### src/rtl/seq_multiplier.sv
// seq_multiplier: shift-add multiplier, one WIDTH x WIDTH product over WIDTH
// cycles, unsigned or two's-complement per transaction, valid/ready on both sides.
module seq_multiplier #(
  parameter int unsigned WIDTH = 4
) (
  input  logic                 Clk,
  input  logic                 Reset_n,
  input  logic                 In_Valid,
  output logic                 In_Ready,
  input  logic [WIDTH-1:0]     A,
  input  logic [WIDTH-1:0]     B,
  input  logic                 Signed_Mode,
  output logic                 Out_Valid,
  input  logic                 Out_Ready,
  output logic [2*WIDTH-1:0]   Product,
  output logic                 Busy
);

  localparam int unsigned PW = 2 * WIDTH;
  localparam int unsigned CW = $clog2(WIDTH + 1);

  localparam logic [1:0] S_IDLE = 2'd0;
  localparam logic [1:0] S_BUSY = 2'd1;
  localparam logic [1:0] S_DONE = 2'd2;

  logic [1:0]       state;
  logic [1:0]       state_next;
  logic [PW-1:0]    mcand;
  logic [PW-1:0]    acc;
  logic [WIDTH-1:0] mplier;
  logic [CW-1:0]    count;
  logic             sign;

  logic             accept_c;
  logic             last_c;
  logic [WIDTH-1:0] mag_a_c;
  logic [WIDTH-1:0] mag_b_c;
  logic [PW-1:0]    partial_c;
  logic [PW-1:0]    sum_c;

  // Operand magnitudes and the single shift-add adder
  always_comb begin
    mag_a_c   = (Signed_Mode && A[WIDTH-1]) ? WIDTH'(~A + WIDTH'(1)) : A;
    mag_b_c   = (Signed_Mode && B[WIDTH-1]) ? WIDTH'(~B + WIDTH'(1)) : B;
    accept_c  = (state == S_IDLE) && In_Valid;
    last_c    = (state == S_BUSY) && (count == CW'(1));
    partial_c = mplier[0] ? mcand : '0;
    sum_c     = acc + partial_c;
  end

  // Next-state logic
  always_comb begin
    state_next = state;
    case (state)
      S_IDLE:  if (In_Valid) state_next = S_BUSY;
      S_BUSY:  if (count == CW'(1)) state_next = S_DONE;
      S_DONE:  if (Out_Ready) state_next = S_IDLE;
      default: state_next = S_IDLE;
    endcase
  end

  // State register
  always_ff @(posedge Clk) begin
    if (!Reset_n) state <= S_IDLE;
    else          state <= state_next;
  end

  // Handshake/status flags registered from the next state so they track state exactly
  always_ff @(posedge Clk) begin
    if (!Reset_n) begin
      In_Ready  <= 1'b1;
      Out_Valid <= 1'b0;
      Busy      <= 1'b0;
    end else begin
      In_Ready  <= (state_next == S_IDLE);
      Out_Valid <= (state_next == S_DONE);
      Busy      <= (state_next != S_IDLE);
    end
  end

  // Datapath: latch magnitudes on accept, one shift-add step per BUSY cycle
  always_ff @(posedge Clk) begin
    if (!Reset_n) begin
      mcand   <= '0;
      mplier  <= '0;
      acc     <= '0;
      count   <= '0;
      sign    <= 1'b0;
      Product <= '0;
    end else if (accept_c) begin
      mcand  <= PW'(mag_a_c);
      mplier <= mag_b_c;
      acc    <= '0;
      count  <= CW'(WIDTH);
      sign   <= Signed_Mode & (A[WIDTH-1] ^ B[WIDTH-1]);
    end else if (state == S_BUSY) begin
      acc    <= sum_c;
      mcand  <= mcand << 1;
      mplier <= mplier >> 1;
      count  <= count - CW'(1);
      if (last_c) Product <= sign ? PW'(~sum_c + PW'(1)) : sum_c;
    end
  end

endmodule

### config.mk
export PLATFORM = sky130hd
export DESIGN_NAME = seq_multiplier
export DESIGN_NICKNAME = d
export VERILOG_FILES = /design/src/rtl/seq_multiplier.sv
export SDC_FILE = /design/constraint.sdc
export NUM_CORES = 1
export LEC_CHECK = 0
export ABC_AREA = 1
export BUFFER_PORTS_ARGS = -buffer_cell sky130_fd_sc_hd__buf_2
export CAP_MARGIN = 30
export CORE_ASPECT_RATIO = 0.8
export CORE_UTILIZATION = 40
export DETAILED_ROUTE_END_ITERATION = 7
export SLEW_MARGIN = 0
export SYNTH_ARGS = -nofsm -noshare
export SYNTH_HDL_FRONTEND = slang
export SYNTH_SLANG_ARGS = --single-unit
### constraint.sdc
create_clock -name Clk -period 2.2 [get_ports Clk]
set_input_delay 0.44 -clock Clk [delete_from_list [all_inputs] [get_ports Clk]]
set_output_delay 0.44 -clock Clk [all_outputs]
set_load 0.005 [all_outputs]
* Word level (Yosys, flattened, before mapping) *
Index checks and enable logic that the tools add are counted.

storage, ports and cells
  register bits = 37
  input port bits = 13
  output and inout port bits = 11
  word-level logic and storage cells = 52

operators by class
  add/subtract/negate cells = 5
  equal/unequal tests = 4
  mux-type cells = 14
  bitwise logic cells = 7
  reduce and logical (&&, ||, !) cells = 10

operators by type and width
  operator               number
  $mux W4                6
  $mux W8                2
  $add A4 B1 Y4 const B  2
  $add A8 B1 Y8 const B  1
  $add A8 B8 Y8          1
  $not A4 Y4             2
  $not A8 Y8             1
  $mux W2                3
  $mux W3                2
  $pmux W2 S3            1
  $eq A2 B2 Y1 const B   2
  $logic_and A1 B1 Y1    4
  $logic_not A2 Y1       2
  $reduce_bool A2 Y1     2
  $eq A3 B1 Y1 const B   1
  $reduce_and A3 Y1      1
  $sub A3 B1 Y3 const B  1
  $eq A2 B1 Y1 const B   1
  $not A1 Y1             2
  $reduce_or A2 Y1       1
  $and A1 B1 Y1          1
  $xor A1 B1 Y1          1

* Longest topological paths before layout *
  word-level depth = 5
  mapped depth = 17
  gate-level depth less buffers = 16

* Worst setup path before layout *
OpenSTA, ideal clock, no wires.

  path type = register -> register
  start point = register mplier[0]
  end point = register Product[6]
  setup time = 114 ps
  arrival = 2017 ps
  required time = 2086 ps
  setup slack = 69 ps
  stages on the path, launching flop included = 17
  buffers on the path = 1
  clock period less this slack = 2131 ps
  cells stage by stage = dfxtp_1 -> buf_2 -> nand2_1 -> inv_1 -> ha_1 -> fa_1 -> inv_1 -> ha_1 -> inv_1 -> nor2_1 -> nand3_1 -> nor2_1 -> nand2_1 -> nand2_1 -> nor2_1 -> o21bai_1 -> inv_1

on the way
  cells in the longest elaborated chain, start to end = 5

RTL lines
  element                 line  source
  start, declared         30    logic [WIDTH-1:0] mplier;
  start signal, assigned  92    mplier <= mag_b_c;
  start signal, assigned  99    mplier <= mplier >> 1;
  $mux W8                 47    partial_c = mplier[0] ? mcand : '0;
  $add A8 B8 Y8           48    sum_c = acc + partial_c;
  via sum_c[1]            39    logic [PW-1:0] sum_c;
  $not A8 Y8              101   if (last_c) Product <= sign ? PW'(~sum_c + PW'(1)) : sum_c;
  $add A8 B1 Y8           101
  $mux W8                 101
  end signal, assigned    101
  end, declared           15    output logic [2*WIDTH-1:0] Product,

The timed path passes the listed nets, and every way through them passes these cells.
A chain may end at the register's enable or synchronous reset.

* Final worst setup path *
  start point = register mcand[0]
  end point = register Product[6]

on the way
  cells in the longest elaborated chain, start to end = 5

RTL lines
  element                 line  source
  start, declared         28    logic [PW-1:0] mcand;
  start signal, assigned  91    mcand <= PW'(mag_a_c);
  start signal, assigned  98    mcand <= mcand << 1;
  $mux W8                 47
  $add A8 B8 Y8           48
  via sum_c[1]            39
  $not A8 Y8              101
  $add A8 B1 Y8           101
  $mux W8                 101

The timed path passes the listed nets, and every way through them passes these cells.

==> impl_metrics.ini <==
[placement]
port-buffer-count = 23
hpwl_mm = 3.568
dpl-instance-area_sq_um = 2316
place_congestion = 0.8414
dp.cells = 389

[floorplan]
die_y_microns = 67.42
initial_core_util_pct = 42.24
core_area_sq_um = 5065
die_x_microns = 83.77
top_level_ports = 24
rows = 23
die_area_sq_um = 5647

[grt]
grt_use_total_pct = 17.06
grt_pass1_vias = 1594
antenna_found_initial = 0
grt_overflow = 0
grt_max_degree = 21
grt_first_pass_wirelength_mm = 7.583

[sta]
fmax_mhz = 461.3
rsz0062_at_grt = true
period_needed_ps = 2168
tightest_slew_ps = 324.2
hold_slack_ps = 419.2
hold_viol = 0
setup_viol = 0
finalCritPeriodShare_pct = 98.53
slew_viol_final = 0
finClkSkew_ps = 3.843
max_slew_margin_pct = 78.35

[final_layout]
layoutNonFillerInstCount = 398
finalInstanceArea_sq_um = 2440
nNetsFinal = 362
regArea_sq_um = 743.2
fill_cells = 543
diodes = 0
multi_input_area_sq_um = 1166
drive_above_1_share_pct = 19.05
area_growth_pct = 14.04
final_util_pct = 48.17

[detailed_routing]
wl_per_cell_microns = 11.71
vias_per_cell = 4.859
postRouteAntennaNets = 0
firstDrtPassIters = 4
num_vias = 1934
routed_wl_mm = 4.659
drt-initial-drc-count = 120
drc_errors = 0

[worst_setup_path]
r2r-end = Product[6]
crit_required_ps = 2380
crit_end = Product[6]
critPathArrivalTime_ps = 2350
cp_max_fo = 3
rr_startpoint = mcand[0]
r2r_cells = 16
path_class = flop to flop
rrSetupSlack_ps = 30
startpoint = mcand[0]
crit_path_end_kind = flop
critPathLaunchType = flop

[cts]
ctsHoldBuffers = 0
clk_root_buffer_cell = clkbuf_8
cts.sinks = 37
h-tree-depth = 2
cts_buffers = 5
clk_pin_slew_ps = 70
clock_path_buffers = 2
cts_tree = done
clkLatencyLatePin_ps = 280

[power]
p_sw_share_pct = 29.02
clockPowerShare_pct = 31.9
peakVddDrop_mv = 0.3940
powerDensity_nw_per_um2 = 611.0
power_frac_comb_pct = 19.2
p_int_mw = 1.058
p_leak_nw = 1.234
seqPwrFrac_pct = 48.9
power.switching_mw = 0.4327

[outcome]
outcome = finished, final reports clean

[yosys]
synthTopCellsByCount = 78 x nand2_1, 51 x inv_1, 37 x dfxtp_1
synth.avg_cell_area_sq_um = 6.924
yosysSeqAreaShare_pct = 34.62
yosys.area.top_type = dfxtp_1
synth-seq-cells = 37
synth_top_area_share_pct = 34.62
synthArstFlopShare_pct = 0
synth.area.top_cells = dfxtp_1 35%, nand2_1 14%, inv_1 8.9%, ha_1 7.0%, a21oi_1 6.5%
synthesis.area_sq_um = 2140
synth.most_common_cell = nand2_1
synth-edff-count = 0
synth_ff_type = dfxtp_1
synth_fp_nets = 335
ys_types = 32
netlist_instances = 309
yosys_warnings = 0

[run]
cap_viol_max_count = 0

[worst_hold_path]
hp-class = input pin to flop
metal layers:
| metal | up-vias | part of all wire [%] | GRT usage, % |
|---|---|---|---|
| met1 | 851 | 55 | 25.72 |
| met4 | 0 | 0.30 | 3.814 |
| li1 | 1049 | - | - |
| met3 | 2 | 4.5 | 4.279 |
| met2 | 32 | 40 | 24.09 |
| met5 | - | 0 | 0 |
through the flow:
step           worst slack, ps  power [mW]  setup TNS [ps]
2_1_floorplan            69.49      0.9440               0
6_report                 32.25       1.491               0
4_1_cts                  39.73       1.498               0
5_1_grt                 -119.1       1.574          -153.3
3_5_place_dp             57.49       1.022               0
3_3_place_gp             107.6       1.021               0
flip-flops by register name, summed over array words and instances (netlist names):
register,count
Out_Valid,1
Product,8
acc,8
state,2
sign,1
mplier,4
count,3
Busy,1
mcand,8
In_Ready,1
layout by cell type (no fill, tap or decap):
cell type   n
a21oi_1    28
ha_2        1
nand4_1     1
a31oi_1     2
nor2_1     13
o21bai_1    1
ha_4        1
nand2_1    77
inv_2       8
buf_4       5
a21oi_2     1
o221ai_1    4
nand2_4     2
clkbuf_8    6
inv_1      49
dfxtp_1    35
o22ai_1     1
dfxtp_2     2
o211ai_1    6
nand3_2     4
nand3_1    14
nor2_4      4
xor2_1      2
nor3_1      4
ha_1       10
fa_1        1
o31ai_1     1
o21ai_0    19
a211oi_1    1
nand3b_1    1
buf_2      23
nand2_2     5
o21ai_1     1
nor2_2      2
clkbuf_1    1
worst min-delay path by stage:
stage	from	to	slack, ps	cells past startpoint
finish	A[0]	mcand[0]	420	3
global placement	mcand[7]	mcand[7]	450	2
global route	A[0]	mcand[0]	430	3
detailed placement	Product[4]	Product[4]	460	2
CTS	A[0]	mcand[0]	420	3
floorplan	mcand[7]	mcand[7]	440	2
critical path, stage by stage, from the launching register on:
cell and delay [ps]:
dfxtp_2 340, nand2_2 60, inv_2 40, ha_4 160, fa_1 560, inv_1 70, ha_2 180, inv_2 60
nor2_2 30, nand3_1 90, nor2_1 50, nand2_1 50, nand2_1 60, nand2_1 80, nand2_1 50, o21bai_1 140
inv_1 50
what timing repair did:
item,in CTS,in global routing
setup endpoints to repair,0,4
buffers inserted,0,2
resized for setup,0,9
cell families after synthesis:
kind of cell,count (synthesis),synth area share (%)
and+or+nand+nor,127,27.49
AOI/OAI and AO/OA,65,17.31
buffers and inverters,65,11.81
DFF,37,34.62
adders and majority gates,13,7.953
xor gates and xnor gates,2,0.8189
layout make-up:
type / count / share of cell area (%)
Inverter: 57 / 8.769
Tap cell: 62 / 3.179
Timing Repair Buffer: 28 / 6.256
Clock buffer: 7 / 3.538
Sequential cell: 37 / 30.46
Multi-Input combinational cell: 207 / 47.79
power groups by stage:
stage	registers, mW	logic, mW	clock network [mW]
2_1_floorplan	0.737	0.207	0
3_3_place_gp	0.742	0.278	0
3_5_place_dp	0.743	0.279	0
4_1_cts	0.728	0.281	0.490
5_1_grt	0.734	0.324	0.516
6_report	0.730	0.286	0.475
Note: power is estimated with default switching activity, not from simulation.
